===== src/rtl/rom_fetch_arbiter_pkg.sv =====
// Shared types and default widths for the ROM fetch arbiter and its tag pipeline.
package fetch_pkg;

    localparam int ADDR_W_DEF = 13;
    localparam int DATA_W_DEF = 24;

    typedef enum logic {
        OWN_DISP,
        OWN_AUX
    } owner_e;

    typedef enum logic [1:0] {
        IDLE,
        FETCH,
        DRAIN
    } state_e;

endpackage


===== src/rtl/rom_fetch_arbiter_if.sv =====
// Bundle of the FIFO write side, ROM read port and aux client signals around the arbiter.
interface rom_fetch_arbiter_if
    import fetch_pkg::*;
#(
    parameter int ADDR_W = ADDR_W_DEF,
    parameter int DATA_W = DATA_W_DEF
);
    logic              frame_start;
    logic              fifo_afull;
    logic              fifo_wr_en;
    logic [DATA_W-1:0] fifo_din;
    logic [ADDR_W-1:0] rom_addr;
    logic [DATA_W-1:0] rom_dout;
    logic              aux_req;
    logic [ADDR_W-1:0] aux_addr;
    logic              aux_gnt;
    logic              aux_rvalid;
    logic [DATA_W-1:0] aux_rdata;
    logic              frame_done;
    logic              busy;

    // Environment side: drives requests, FIFO status and ROM data.
    modport master (
        output frame_start, fifo_afull, rom_dout, aux_req, aux_addr,
        input  fifo_wr_en, fifo_din, rom_addr, aux_gnt, aux_rvalid, aux_rdata,
               frame_done, busy
    );

    // Arbiter side.
    modport slave (
        input  frame_start, fifo_afull, rom_dout, aux_req, aux_addr,
        output fifo_wr_en, fifo_din, rom_addr, aux_gnt, aux_rvalid, aux_rdata,
               frame_done, busy
    );
endinterface


===== src/rtl/rom_fetch_arbiter_tag_pipe.sv =====
// ROM_LAT-deep shift register of {valid, owner} tags that follows each ROM read
// so the data arriving at the ROM output can be routed to its requester.
module fetch_tag_pipe
    import fetch_pkg::*;
#(
    parameter int ROM_LAT = 2
) (
    input  logic   clk,
    input  logic   rst,
    input  logic   in_valid,
    input  owner_e in_owner,
    input  logic   flush_disp,
    output logic   out_valid,
    output owner_e out_owner,
    output logic   any_disp_inflight
);
    // Stages that have not yet reached the output; the exit stage is excluded.
    localparam logic [ROM_LAT-1:0] BEHIND_MASK = {ROM_LAT{1'b1}} >> 1;

    logic [ROM_LAT-1:0] valid_q;
    owner_e             owner_q [ROM_LAT];
    logic [ROM_LAT-1:0] disp_vec;

    always_ff @(posedge clk or posedge rst) begin
        if (rst) begin
            valid_q <= '0;
            owner_q <= '{default: OWN_DISP};
        end else begin
            valid_q[0] <= in_valid;
            owner_q[0] <= in_owner;
            // A flush drops display tags as they shift; aux tags always survive.
            for (int i = 1; i < ROM_LAT; i++) begin
                valid_q[i] <= valid_q[i-1] && !(flush_disp && owner_q[i-1] == OWN_DISP);
                owner_q[i] <= owner_q[i-1];
            end
        end
    end

    genvar gi;
    generate
        for (gi = 0; gi < ROM_LAT; gi++) begin : g_disp
            assign disp_vec[gi] = valid_q[gi] && (owner_q[gi] == OWN_DISP);
        end
    endgenerate

    assign out_valid         = valid_q[ROM_LAT-1];
    assign out_owner         = owner_q[ROM_LAT-1];
    assign any_disp_inflight = |(disp_vec & BEHIND_MASK);

endmodule


===== src/rtl/rom_fetch_arbiter.sv =====
// Frame-aware display fetch engine sharing one ROM read port with an aux reader;
// the aux side gets a guaranteed slot after AUX_STARVE consecutive denials.
module rom_fetch_arbiter
    import fetch_pkg::*;
#(
    parameter int ADDR_W      = ADDR_W_DEF,
    parameter int DATA_W      = DATA_W_DEF,
    parameter int FRAME_WORDS = 4800,
    parameter int ROM_LAT     = 2,
    parameter int AUX_STARVE  = 8
) (
    input  logic                clk,
    input  logic                rst,
    rom_fetch_arbiter_if.slave  bus
);
    localparam int                SW        = $clog2(AUX_STARVE + 1);
    localparam logic [ADDR_W-1:0] LAST_WORD = ADDR_W'(FRAME_WORDS - 1);
    localparam logic [SW-1:0]     STARVE_MAX = SW'(AUX_STARVE);

    state_e            state_q;
    logic [ADDR_W-1:0] cnt_q;
    logic [ADDR_W-1:0] rom_addr_q;
    logic [ADDR_W-1:0] rom_addr_d;
    logic [SW-1:0]     starve_q;

    logic              disp_elig;
    logic              aux_win;
    logic              disp_win;
    logic              tag_out_valid;
    owner_e            tag_out_owner;
    logic              disp_inflight;
    logic              exit_disp;
    logic              exit_aux;
    logic              last_retire;
    logic [DATA_W-1:0] rd_data;

    // A restart pulse blocks display issue so the first new-frame address goes out next cycle.
    always_comb begin
        disp_elig = (state_q == FETCH) && !bus.fifo_afull && !bus.frame_start;
        aux_win   = bus.aux_req && (!disp_elig || (starve_q == STARVE_MAX));
        disp_win  = disp_elig && !aux_win;
        if (aux_win) begin
            rom_addr_d = bus.aux_addr;
        end else if (disp_win) begin
            rom_addr_d = cnt_q;
        end else begin
            rom_addr_d = rom_addr_q;
        end
    end

    fetch_tag_pipe #(
        .ROM_LAT (ROM_LAT)
    ) u_tag_pipe (
        .clk               (clk),
        .rst               (rst),
        .in_valid          (aux_win || disp_win),
        .in_owner          (aux_win ? OWN_AUX : OWN_DISP),
        .flush_disp        (bus.frame_start),
        .out_valid         (tag_out_valid),
        .out_owner         (tag_out_owner),
        .any_disp_inflight (disp_inflight)
    );

    // The display tag exiting during a restart belongs to the aborted frame.
    assign exit_disp   = tag_out_valid && (tag_out_owner == OWN_DISP) && !bus.frame_start;
    assign exit_aux    = tag_out_valid && (tag_out_owner == OWN_AUX);
    assign last_retire = (state_q == DRAIN) && exit_disp && !disp_inflight;
    assign rd_data     = bus.rom_dout;

    assign bus.rom_addr   = rom_addr_d;
    assign bus.aux_gnt    = aux_win;
    assign bus.fifo_wr_en = exit_disp;
    assign bus.fifo_din   = exit_disp ? rd_data : '0;
    assign bus.aux_rvalid = exit_aux;
    assign bus.aux_rdata  = exit_aux ? rd_data : '0;
    assign bus.frame_done = last_retire;
    assign bus.busy       = (state_q != IDLE);

    always_ff @(posedge clk or posedge rst) begin
        if (rst) begin
            state_q    <= IDLE;
            cnt_q      <= '0;
            rom_addr_q <= '0;
            starve_q   <= '0;
        end else begin
            if (aux_win || disp_win) begin
                rom_addr_q <= rom_addr_d;
            end

            if (aux_win) begin
                starve_q <= '0;
            end else if (bus.aux_req && (starve_q != STARVE_MAX)) begin
                starve_q <= starve_q + 1'b1;
            end

            if (bus.frame_start) begin
                state_q <= FETCH;
                cnt_q   <= '0;
            end else begin
                case (state_q)
                    FETCH: begin
                        if (disp_win) begin
                            cnt_q <= cnt_q + 1'b1;
                            if (cnt_q == LAST_WORD) begin
                                state_q <= DRAIN;
                            end
                        end
                    end
                    DRAIN: begin
                        if (last_retire) begin
                            state_q <= IDLE;
                        end
                    end
                    default: ;
                endcase
            end
        end
    end

endmodule


===== src/flat_wrapper.sv =====
// flat-port wrapper written by rule: the top's interface ports become plain ports
module rom_fetch_arbiter_flat import fetch_pkg::*;
#(
    parameter int ADDR_W      = ADDR_W_DEF,
    parameter int DATA_W      = DATA_W_DEF,
    parameter int FRAME_WORDS = 4800,
    parameter int ROM_LAT     = 2,
    parameter int AUX_STARVE  = 8
)
  (clk, rst, bus_frame_start, bus_fifo_afull, bus_rom_dout, bus_aux_req, bus_aux_addr, bus_fifo_wr_en, bus_fifo_din, bus_rom_addr, bus_aux_gnt, bus_aux_rvalid, bus_aux_rdata, bus_frame_done, bus_busy);
  rom_fetch_arbiter_if #(.ADDR_W(ADDR_W), .DATA_W(DATA_W)) bus_i ();
  input  logic clk;
  input  logic rst;
  input wire logic [$bits(bus_i.frame_start)-1:0] bus_frame_start;
  input wire logic [$bits(bus_i.fifo_afull)-1:0] bus_fifo_afull;
  input wire logic [$bits(bus_i.rom_dout)-1:0] bus_rom_dout;
  input wire logic [$bits(bus_i.aux_req)-1:0] bus_aux_req;
  input wire logic [$bits(bus_i.aux_addr)-1:0] bus_aux_addr;
  output wire logic [$bits(bus_i.fifo_wr_en)-1:0] bus_fifo_wr_en;
  output wire logic [$bits(bus_i.fifo_din)-1:0] bus_fifo_din;
  output wire logic [$bits(bus_i.rom_addr)-1:0] bus_rom_addr;
  output wire logic [$bits(bus_i.aux_gnt)-1:0] bus_aux_gnt;
  output wire logic [$bits(bus_i.aux_rvalid)-1:0] bus_aux_rvalid;
  output wire logic [$bits(bus_i.aux_rdata)-1:0] bus_aux_rdata;
  output wire logic [$bits(bus_i.frame_done)-1:0] bus_frame_done;
  output wire logic [$bits(bus_i.busy)-1:0] bus_busy;
  assign bus_i.frame_start = bus_frame_start;
  assign bus_i.fifo_afull = bus_fifo_afull;
  assign bus_i.rom_dout = bus_rom_dout;
  assign bus_i.aux_req = bus_aux_req;
  assign bus_i.aux_addr = bus_aux_addr;
  assign bus_fifo_wr_en = bus_i.fifo_wr_en;
  assign bus_fifo_din = bus_i.fifo_din;
  assign bus_rom_addr = bus_i.rom_addr;
  assign bus_aux_gnt = bus_i.aux_gnt;
  assign bus_aux_rvalid = bus_i.aux_rvalid;
  assign bus_aux_rdata = bus_i.aux_rdata;
  assign bus_frame_done = bus_i.frame_done;
  assign bus_busy = bus_i.busy;
  rom_fetch_arbiter #(.ADDR_W(ADDR_W), .DATA_W(DATA_W), .FRAME_WORDS(FRAME_WORDS), .ROM_LAT(ROM_LAT), .AUX_STARVE(AUX_STARVE)) u_core (.clk(clk), .rst(rst), .bus(bus_i));
endmodule

===== config.mk =====
export PLATFORM = sky130hd
export DESIGN_NAME = rom_fetch_arbiter_flat
export DESIGN_NICKNAME = d
export VERILOG_FILES = /design/src/rtl/rom_fetch_arbiter_pkg.sv /design/src/rtl/rom_fetch_arbiter_if.sv /design/src/rtl/rom_fetch_arbiter_tag_pipe.sv /design/src/rtl/rom_fetch_arbiter.sv /design/src/flat_wrapper.sv
export SDC_FILE = /design/constraint.sdc
export NUM_CORES = 1
export LEC_CHECK = 0
export ABC_AREA = 1
export BUFFER_PORTS_ARGS = -buffer_cell sky130_fd_sc_hd__buf_2
export CORE_ASPECT_RATIO = 1.2
export CORE_MARGIN = 3
export CORE_UTILIZATION = 42
export DETAILED_ROUTE_END_ITERATION = 8
export PLACE_DENSITY = 0.77
export RECOVER_POWER = 25
export SETUP_SLACK_MARGIN = 0.15
export SYNTH_ARGS = -nofsm -noshare
export SYNTH_HDL_FRONTEND = slang
export SYNTH_SLANG_ARGS = --single-unit

===== constraint.sdc =====
create_clock -name clk -period 1.7 [get_ports clk]
set_clock_uncertainty 0.15 [all_clocks]
set_input_delay 0.255 -clock clk [delete_from_list [all_inputs] [get_ports clk]]
set_output_delay 0.255 -clock clk [all_outputs]
set_load 0.005 [all_outputs]

# After elaboration in Yosys (flattened, before gate mapping)
# Cells that the tools add are included.
[word_totals]
register_bits = 36
input_bits = 42
out_inout_bits = 66
elab_cells = 62
[op_classes]
add_sub_neg = 2
n_eq_ne = 8
muxes = 15
n_bitwise = 2
reduce_logical = 28
[ops]
columns = ["operator", "count"]
rows = [
  ["$mux W13", 5],
  ["$mux W24", 2],
  ["$add A13 B1 Y13 const B", 1],
  ["$eq A13 B13 Y1 const B", 1],
  ["$logic_and A1 B1 Y1", 13],
  ["$mux W2", 4],
  ["$mux W4", 2],
  ["$reduce_bool A2 Y1", 4],
  ["$logic_not A1 Y1", 6],
  ["$ne A3 B3 Y1 const B", 2],
  ["$add A4 B1 Y4 const B", 1],
  ["$eq A4 B4 Y1 const B", 1],
  ["$ne A4 B4 Y1 const B", 1],
  ["$pmux W2 S2", 1],
  ["$reduce_and A4 Y1", 1],
  ["$ne A3 B2 Y1 const B", 1],
  ["$reduce_bool A3 Y1", 1],
  ["$eq A2 B1 Y1 const B", 1],
  ["$eq A2 B2 Y1 const B", 1],
  ["$logic_or A1 B1 Y1", 2],
  ["$not A1 Y1", 2],
  ["$reduce_and A2 Y1", 1],
  ["$mux W1", 1],
]

# Depth between registers and ports, before layout
# Gate-level depths: netlist of run 1.
[logic_depth]
depth_word = 11
depth_mapped = 9

# Hierarchy
# From an unflattened synthesis of run 1, not the netlist that was laid out.
[unflattened]
cells_unflattened = 339
hier_area_um2 = 2275.9
[modules_own_cells]
columns = ["mod", "n_inst", "cells_per_inst", "area_each_um2", "seq_area_each_um2"]
rows = [
  ["rom_fetch_arbiter", 1, 330, 2152.1, 800.8],
  ["fetch_tag_pipe", 1, 9, 123.9, 100.1],
]

# Worst setup path after synthesis of run 1
# No wires, ideal clock.
[synth_timing]
path_type = "reg-to-output"
startpoint = "register u_core.starve_q[0]"
endpoint = "output bus_rom_addr[6]"
arrival_time_ns = 1.361
slack_ns = -0.066
stages_incl_launch_ff = 9
cell_sequence = "dfrtp_1 -> inv_1 -> ha_1 -> nand3_1 -> o21ai_4 -> inv_2 -> buf_4 -> nand2_1 -> nand3_1"
[synth_via]
elab_chain_len = 7
[synth_lines]
columns = ["item", "line_no", "source"]
rows = [
  ["start: declaration", "rom_fetch_arbiter.sv:24", "logic [SW-1:0] starve_q;"],
  ["start signal: assignment", "rom_fetch_arbiter.sv:93", "starve_q <= starve_q + 1'b1;"],
  ["$eq A4 B4 Y1 *", "rom_fetch_arbiter.sv:40", "aux_win = bus.aux_req && (!disp_elig || (starve_q == STARVE_MAX));"],
  ["$logic_or A1 B1 Y1 *", "rom_fetch_arbiter.sv:40", ""],
  ["$logic_and A1 B1 Y1 *", "rom_fetch_arbiter.sv:40", ""],
  ["$logic_not A1 Y1", "rom_fetch_arbiter.sv:41", "disp_win = disp_elig && !aux_win;"],
  ["$logic_and A1 B1 Y1", "rom_fetch_arbiter.sv:41", ""],
  ["$mux W13", "rom_fetch_arbiter.sv:44", "end else if (disp_win) begin"],
  ["$mux W13 *", "rom_fetch_arbiter.sv:42", "if (aux_win) begin"],
  ["end: declaration", "flat_wrapper.sv:21", "output wire logic [$bits(bus_i.rom_addr)-1:0] bus_rom_addr;"],
]
# Mark *: on every way between the ends. The rest lies on a longest branch, timed or not.

# Worst setup path in the final report of run 1
[layout_timing]
startpoint = "register u_core.state_q[1]"
endpoint = "output bus_rom_addr[2]"
[layout_via]
elab_chain_len = 10
[layout_lines]
columns = ["item", "line_no", "source"]
rows = [
  ["start: declaration", "rom_fetch_arbiter.sv:20", "state_e state_q;"],
  ["start signal: assignment", "rom_fetch_arbiter.sv:81", "state_q <= IDLE;"],
  ["start signal: assignment", "rom_fetch_arbiter.sv:97", "state_q <= FETCH;"],
  ["start signal: assignment", "rom_fetch_arbiter.sv:105", "state_q <= DRAIN;"],
  ["$eq A2 B1 Y1 *", "rom_fetch_arbiter.sv:39", "disp_elig = (state_q == FETCH) && !bus.fifo_afull && !bus.frame_start;"],
  ["$logic_and A1 B1 Y1 * (2 in a row)", "rom_fetch_arbiter.sv:39", ""],
  ["$logic_not A1 Y1", "rom_fetch_arbiter.sv:40", ""],
  ["$logic_or A1 B1 Y1", "rom_fetch_arbiter.sv:40", ""],
  ["$logic_and A1 B1 Y1", "rom_fetch_arbiter.sv:40", ""],
  ["$logic_not A1 Y1", "rom_fetch_arbiter.sv:41", ""],
  ["$logic_and A1 B1 Y1", "rom_fetch_arbiter.sv:41", ""],
  ["$mux W13", "rom_fetch_arbiter.sv:44", ""],
  ["$mux W13 *", "rom_fetch_arbiter.sv:42", ""],
]
# Marks and branches as above.

==> summary.md, run 1 <==
| Metric | Value |
|---|---|
| Status | `finished, violations left` |
| Failing checks | `setup timing` |
| Post-Syn Nets | `368` |
| Slew headroom | `42.0%` |
| Remaining DRCs | `0` |
| Power Density | `683 nW/µm²` |
| Crit Path Class | `reg -> out` |
| Crit end category | `primary output` |
| Final Hold Viols | `0` |
| Synth Flop Type | `dfrtp_1` |
| Post-route ant nets | `0` |
| Post-Route Utilization | `75.4%` |
| CP Launch Type | `flop` |
| Pleak | `1.97 nW` |
| Global-route wire length before repair | `11.9 mm` |
| Syn avg cell area | `6.93 µm²` |
| Fin crit period | `2060 ps` |
| Placeable Area | `5040 µm²` |
| Min setup slack post-route | `-357 ps` |
| Max frequency | `486 MHz` |
| Ys Warns | `0` |
| CP max stage cell | `dfrtp_1` |
| Clock Root Buffer | `clkbuf_8` |
| Hold Slack | `47.4 ps` |
| H-Tree Level Count | `2` |
| Endpoints failing setup | `42` |
| Max-slew violations | `0` |
| Largest net degree at the start of global routing | `37` |
| CP cell instances | `inv_2 > nand3_4 > nor2_4 > o21ai_4 > buf_8 > o211ai_1 > buf_2` |
| Final Cycle Share | `121%` |
| Post-synth cell types | `28` |
| Critical path fanouts, max | `13` |
| Num rows | `28` |
| Storage element area | `902 µm²` |
| Via count | `2755` |
| Filler cell count | `357` |
| RSZ-0062 raised after global routing | `yes` |
| Die H | `86.0 µm` |
| Number of global-route vias before repair | `2608` |
| Peak supply drop | `0.744 mV` |
| Final HPWL DP | `5.62 mm` |
| # diodes | `0` |
| Slew at the pin closest to its max-slew limit | `870 ps` |
| Crit path DAT | `1650 ps` |
| Final Net Count | `513` |
| Routed WL per cell | `15.6 µm` |
| Layout cell share with drive strength beyond 1 | `53.3%` |
| Sink Count | `36` |
| CTS Buf Count | `5` |
| Clk pin slew, worst setup/hold paths | `70 ps` |
| Placer Congestion | `0.936` |
| Initial core utilization | `44.4%` |
| Initial antenna violation count | `0` |
| Via-to-Cell Ratio | `5.21` |
| GRT Util Overall | `24.6%` |
| CTS Buffer Depth | `2` |
| Die area | `6250 µm²` |
| Synth Cell Area | `2240 µm²` |
| Total grt overflow | `0` |
| First drt pass iteration count | `4` |
| Max cap viols | `0` |
| Sequential share of the synthesized area | `40.2%` |
| IO Pins | `108` |
| Post-synth EDFFs | `0` |
| # port buffers | `107` |
| Syn Inst Count | `323` |
| Total Wirelength | `8.28 mm` |
| TritonCTS clock tree | `built` |
| Iter 0 DRT Violations | `109` |
| Max stage delay on crit path | `400 ps` |
| Register bit total from synthesis | `36` |
| Worst skew pair latency | `290 ps` |
| FFs w/ async S/R, synth | `100%` |
| Total area of multi-input combinational cells | `1570 µm²` |
| Width of the die | `72.7 µm` |
| Critical path required time | `1290 ps` |
| Worst hold path class | `in -> reg` |
| Area growth syn-to-layout | `69.8%` |
==> routing by layer <==
metal | part of all wire [%] | global-route usage, % | vias up | wire length [µm]
met4 | 1.8 | 9.56 | 0 | 148
li1 | - | - | 1319 | -
met5 | 0 | 0 | - | 0
met2 | 53 | 43.8 | 121 | 4350
met3 | 9.0 | 6.68 | 13 | 747
met1 | 37 | 27.5 | 1302 | 3030
==> placed cells by master (no fill, tap or decap), types with 2 or more instances in the layout <==
| master | count |
|---|---|
| dfrtp_1 | 35 |
| buf_2 | 106 |
| o211ai_1 | 8 |
| nor2_1 | 36 |
| nand4_1 | 11 |
| nand2_4 | 2 |
| inv_1 | 37 |
| buf_4 | 23 |
| nor3_1 | 2 |
| o21ai_2 | 2 |
| o21bai_1 | 2 |
| o21ai_4 | 2 |
| nand3_4 | 3 |
| ha_1 | 2 |
| buf_12 | 3 |
| buf_6 | 7 |
| nand3_1 | 14 |
| nand2_1 | 51 |
| o22ai_4 | 4 |
| clkinv_2 | 2 |
| nor2_4 | 31 |
| clkbuf_8 | 6 |
| buf_8 | 2 |
| o21ai_0 | 5 |
| inv_2 | 9 |
| nand2_2 | 16 |
| o21ai_1 | 6 |
| nor2_2 | 15 |
| nand3_2 | 5 |
| xor2_1 | 5 |
| buf_16 | 2 |
==> final timing paths <==
kind / from / to / slack (ps) / depth (start not counted)
worst max-delay path: u_core.state_q[1] / bus_rom_addr[2] / -360 / 7
worst min-delay path: bus_aux_addr[6] / u_core.rom_addr_q[6] / 50 / 3
worst max register to register: u_core.starve_q[1] / u_core.cnt_q[3] / 70 / 8
worst min register to register: u_core.u_tag_pipe.owner_q[1] / u_core.u_tag_pipe.out_owner / 230 / 0
max in group asynchronous: rst / u_core.u_tag_pipe.valid_q[1] / 180 / 4
min in group asynchronous: rst / u_core.rom_addr_q[5] / 610 / 4
==> report_power, final <==
part           total, mW  internal, mW  switching (mW)
registers          0.997         0.942          0.0556
logic              0.974         0.448           0.525
clock network      0.625         0.323           0.302
total               2.60          1.71           0.883
==> through the flow <==
| stage | setup TNS, ps | cells | worst slack (ps) | power [mW] | cell area (µm²) |
|---|---|---|---|---|---|
| global placement | -3.00 | 510 | -3.00 | 1.69 | 3090 |
| global route | -8160 | 529 | -437 | 2.75 | 3800 |
| finish | -4930 | 529 | -357 | 2.60 | 3800 |
| floorplan | 0 | 323 | 32.2 | 1.38 | 2310 |
| detailed placement | -496 | 510 | -95.3 | 1.71 | 3090 |
| CTS | -4750 | 526 | -342 | 2.49 | 3510 |
==> final cells by class <==
type,instances,area share [%]
clock buffer,6,2.17
clock inverter,2,0.263
tap,60,1.97
sequential,36,23.7
timing repair buffer,146,25.4
inverter,49,5.30
multi-input combinational,230,41.2
==> cell usage after synthesis (2+ instances only) <==
master	instances	area share [%]
a21oi_1	2	0.45
buf_6	2	1.0
clkbuf_1	4	0.67
dfrtp_1	36	40
ha_1	3	1.7
inv_1	44	7.4
inv_2	5	0.84
nand2_1	68	11
nand3_1	21	4.7
nand4_1	11	3.1
nor2_1	81	14
nor3_1	2	0.45
o211ai_1	8	2.7
o21ai_0	8	1.8
o21ai_1	5	1.1
o21ai_4	2	1.5
o21bai_1	2	0.67
o22ai_1	5	1.4
xor2_1	5	2.0
==> critical path, delay by kind of cell, from the launching register on <==
kind,cells,cell delay (ps)
simple gates,2,260
flops,1,400
buf+inv,3,420
compound gates,2,290
==> state kept, by name (all words and copies together) (netlist names) <==
| signal | count |
|---|---|
| u_core.u_tag_pipe.out_owner | 1 |
| u_core.u_tag_pipe.valid_q | 2 |
| u_core.state_q | 2 |
| u_core.rom_addr_q | 13 |
| u_core.u_tag_pipe.owner_q | 1 |
| u_core.starve_q | 4 |
| u_core.cnt_q | 13 |
==> cell families after synthesis <==
kind of cell    after synthesis  share of synthesized area [%]
compound gates               33                           9.89
simple gates                189                           35.9
buf+inv                      57                           10.4
fa+ha+maj                     3                           1.68
xor+xnor                      5                           1.96
flops                        36                           40.2
==> repair_timing <==
item	CTS	global route
gates resized for setup	67	70
buffers inserted	3	2
pin swaps	8	4
hold buffers	1	0
setup endpoints to repair	86	92
cloned	4	1
hold endpoints to repair	36	0
(Power assumes the default switching activity.)
==> inputs of run 2 (changes only) <==
--- a/config.mk
+++ b/config.mk
@@ -9,9 +9,8 @@
 export BUFFER_PORTS_ARGS = -buffer_cell sky130_fd_sc_hd__buf_2
 export CORE_ASPECT_RATIO = 1.2
 export CORE_MARGIN = 3
-export CORE_UTILIZATION = 42
+export CORE_UTILIZATION = 28
 export DETAILED_ROUTE_END_ITERATION = 8
-export PLACE_DENSITY = 0.77
 export RECOVER_POWER = 25
 export SETUP_SLACK_MARGIN = 0.15
 export SYNTH_ARGS = -nofsm -noshare
==> run 2 against run 1 <==
Net effect:
- the flow still finishes with violations (setup timing)
- global-route usage down 8.0 points
- wire length down 0.22%
- clock-buffer cell count is the same
==> summary.md, run 2 (synthesized netlist as in run 1, its figures left out) <==
| Metric | Value |
|---|---|
| Status | `finished, violations left` |
| Failing checks | `setup timing` |
| Crit path DAT | `1620 ps (-30 ps)` |
| GRT Util Overall | `16.6% (-8.0 points)` |
| Crit end category | `primary output` |
| Sink Count | `36 (unchanged)` |
| # diodes | `0 (unchanged)` |
| Final Cycle Share | `119% (-2.2 points)` |
| Switching Share | `34.0% (-0.061 points)` |
| Remaining DRCs | `0 (unchanged)` |
| Fin crit period | `2020 ps (-36.7 ps)` |
| IO Pins | `108 (unchanged)` |
| CTS Buffer Depth | `2 (unchanged)` |
| H-Tree Level Count | `2 (unchanged)` |
| Cell depth of the worst hold path | `3 (unchanged)` |
| Max-slew violations | `0 (unchanged)` |
| Via-to-Cell Ratio | `4.80 (-7.8%)` |
| # port buffers | `107 (unchanged)` |
| Power Density | `651 nW/µm² (-4.6%)` |
| Crit. Startpoint | `u_core.starve_q[1]` |
| CP cell instances | `inv_2 > ha_4 > nand3_4 > o21ai_4 > buf_12 > nor2_2 > nor2_1 > buf_2` |
| Setup TNS | `-5570 ps (-638 ps)` |
| Top Registers | `u_core.cnt_q (13), u_core.rom_addr_q (13), u_core.starve_q (4)` |
| Peak supply drop | `0.280 mV (-62%)` |
| Most frequent cells in the layout | `buf_2, nand2_1, inv_1` |
| Slew headroom | `39.9% (-2.1 points)` |
| Worst skew pair latency | `290 ps (about the same)` |
| Total Wirelength | `8.26 mm (-0.22%)` |
| Initial antenna violation count | `0 (unchanged)` |
| Non-filler cells, final | `584 (+10%)` |
| CP Launch Type | `flop` |
| Crit Path Class | `reg -> out` |
| Largest net degree at the start of global routing | `37 (unchanged)` |
| Iter 0 DRT Violations | `107 (-1.8%)` |
| Clock Root Buffer | `clkbuf_8` |
| Flop pwr share | `36.7% (-1.7 points)` |
| First drt pass iteration count | `5 (+1)` |
| Total grt overflow | `0 (unchanged)` |
| Width of the die | `87.6 µm (+21%)` |
| Post-route ant nets | `0 (unchanged)` |
| R2r setup slk | `-40 ps (-110 ps)` |
| # placed instances | `552 (+8.2%)` |
| Die H | `104 µm (+21%)` |
| Max cap viols | `0 (unchanged)` |
| Min setup slack post-route | `-320 ps (+36.7 ps)` |
| Critical path fanouts, max | `6 (-7)` |
| Internal | `1.79 mW (+4.4%)` |
| Hold Slack | `47.5 ps (+0.0652 ps)` |
| Clk pin slew, worst setup/hold paths | `80 ps (about the same)` |
| Final Net Count | `537 (+4.7%)` |
| Die area | `9110 µm² (+46%)` |
| Slew at the pin closest to its max-slew limit | `902 ps (+32.0 ps)` |
| Buf/Inv on CP | `3 (unchanged)` |
| Placeable Area | `7750 µm² (+54%)` |
| Endpoints failing setup | `58 (+38%)` |
| Most common cell after layout, fill and taps aside | `buf_2` |
| Placer Congestion | `0.849 (-9.3%)` |
| Area growth syn-to-layout | `85.6%` |
| Routed WL per cell | `14.1 µm (-9.6%)` |
| Clock network power share | `21.6% (-2.5 points)` |
| Family with the most delay on the worst path | `flip-flops` |
| Pleak | `2.13 nW (+8.2%)` |
| Final Hold Viols | `0 (unchanged)` |
| Num rows | `35 (+25%)` |
| Critical path required time | `1290 ps (about the same)` |
| Reg-to-Reg Start | `u_core.starve_q[1]` |
| TritonCTS clock tree | `built` |
| Global-route wire length before repair | `12.0 mm (+0.92%)` |
| Switching power total | `919 µW (+4.1%)` |
| Final HPWL DP | `5.39 mm (-4.0%)` |
| Worst hold path startpoint | `bus_aux_addr[0]` |
| Via count | `2805 (+1.8%)` |
| CP Depth | `8 (+1)` |
| CTS Buf Count | `5 (unchanged)` |
| Number of global-route vias before repair | `2681 (+2.8%)` |
| Worst hold path class | `in -> reg` |
| CP max stage cell | `dfrtp_1` |
| End of the worst register-to-register path | `u_core.cnt_q[5]` |
| Initial core utilization | `28.9% (-16 points)` |
| Max frequency | `495 MHz (+1.8%)` |
| Max stage delay on crit path | `390 ps (about the same)` |
| RSZ-0062 raised after global routing | `yes` |
| Layout cell share with drive strength beyond 1 | `57.3% (+4.0 points)` |
| Hold endpoint | `u_core.rom_addr_q[0]` |
| Logic pwr share | `41.7% (+4.2 points)` |
| FF-to-FF path depth | `11 (+3)` |
[run 2: timing repair]
item | CTS | global route
pin swaps | 13 | 6
endpoints found under the hold margin | 36 | 0
gates cloned | 6 | 0
endpoints found under the setup margin | 88 | 92
resized for setup | 86 | 74
buffers inserted | 8 | 10
hold buffers | 1 | 0
[run 2: worst max-delay path by stage]
stage,to,slack (ps)
floorplan,bus_rom_addr[6],30
CTS,bus_rom_addr[11],-320
detailed placement,bus_rom_addr[2],-60
global route,bus_rom_addr[8],-430
finish,bus_rom_addr[8],-320
global placement,bus_rom_addr[2],-20
[run 2: power by group through the flow]
stage                     registers [mW]  clock network (mW)  logic, mW
after floorplan                    0.996                   0      0.381
after global placement             0.991                   0      0.734
after detailed placement           0.996                   0      0.745
after CTS                          0.989               0.586      0.972
after global routing                1.00               0.634       1.23
final                              0.993               0.584       1.13
[run 2: final cells by class]
type                    instances  area, µm²
well taps                      92        115
multi-input cells             230       1580
repair buffers                170       1270
fillers                       696       3590
clock buffers                   6       72.6
flip-flops and latches         36        903
inverters                      49        206
clock inverters                 1       5.00
[run 2: tightest hold or removal path: stages]
cell,delay [ps]
buf_2,80
nand2_2,60
nand3_1,60
[run 2: per-layer routing]
| metal | vias up | track usage (%) | part of all wire [%] |
|---|---|---|---|
| met1 | 1310 | 17.0 | 37 |
| met3 | 9 | 3.01 | 7.2 |
| met4 | 0 | 4.61 | 1.4 |
| li1 | 1364 | - | - |
| met2 | 122 | 32.9 | 54 |
| met5 | - | 0 | 0 |
[run 2: through the flow]
stage,util [%],power (mW),instance area [µm²],worst slack [ps]
6_report,53.6,2.71,4160,-320
5_1_grt,53.6,2.87,4160,-433
4_1_cts,49.0,2.55,3800,-324
3_5_place_dp,41.6,1.74,3220,-61.3
3_3_place_gp,41.6,1.72,3220,-19.1
2_1_floorplan,-,1.38,2310,32.2
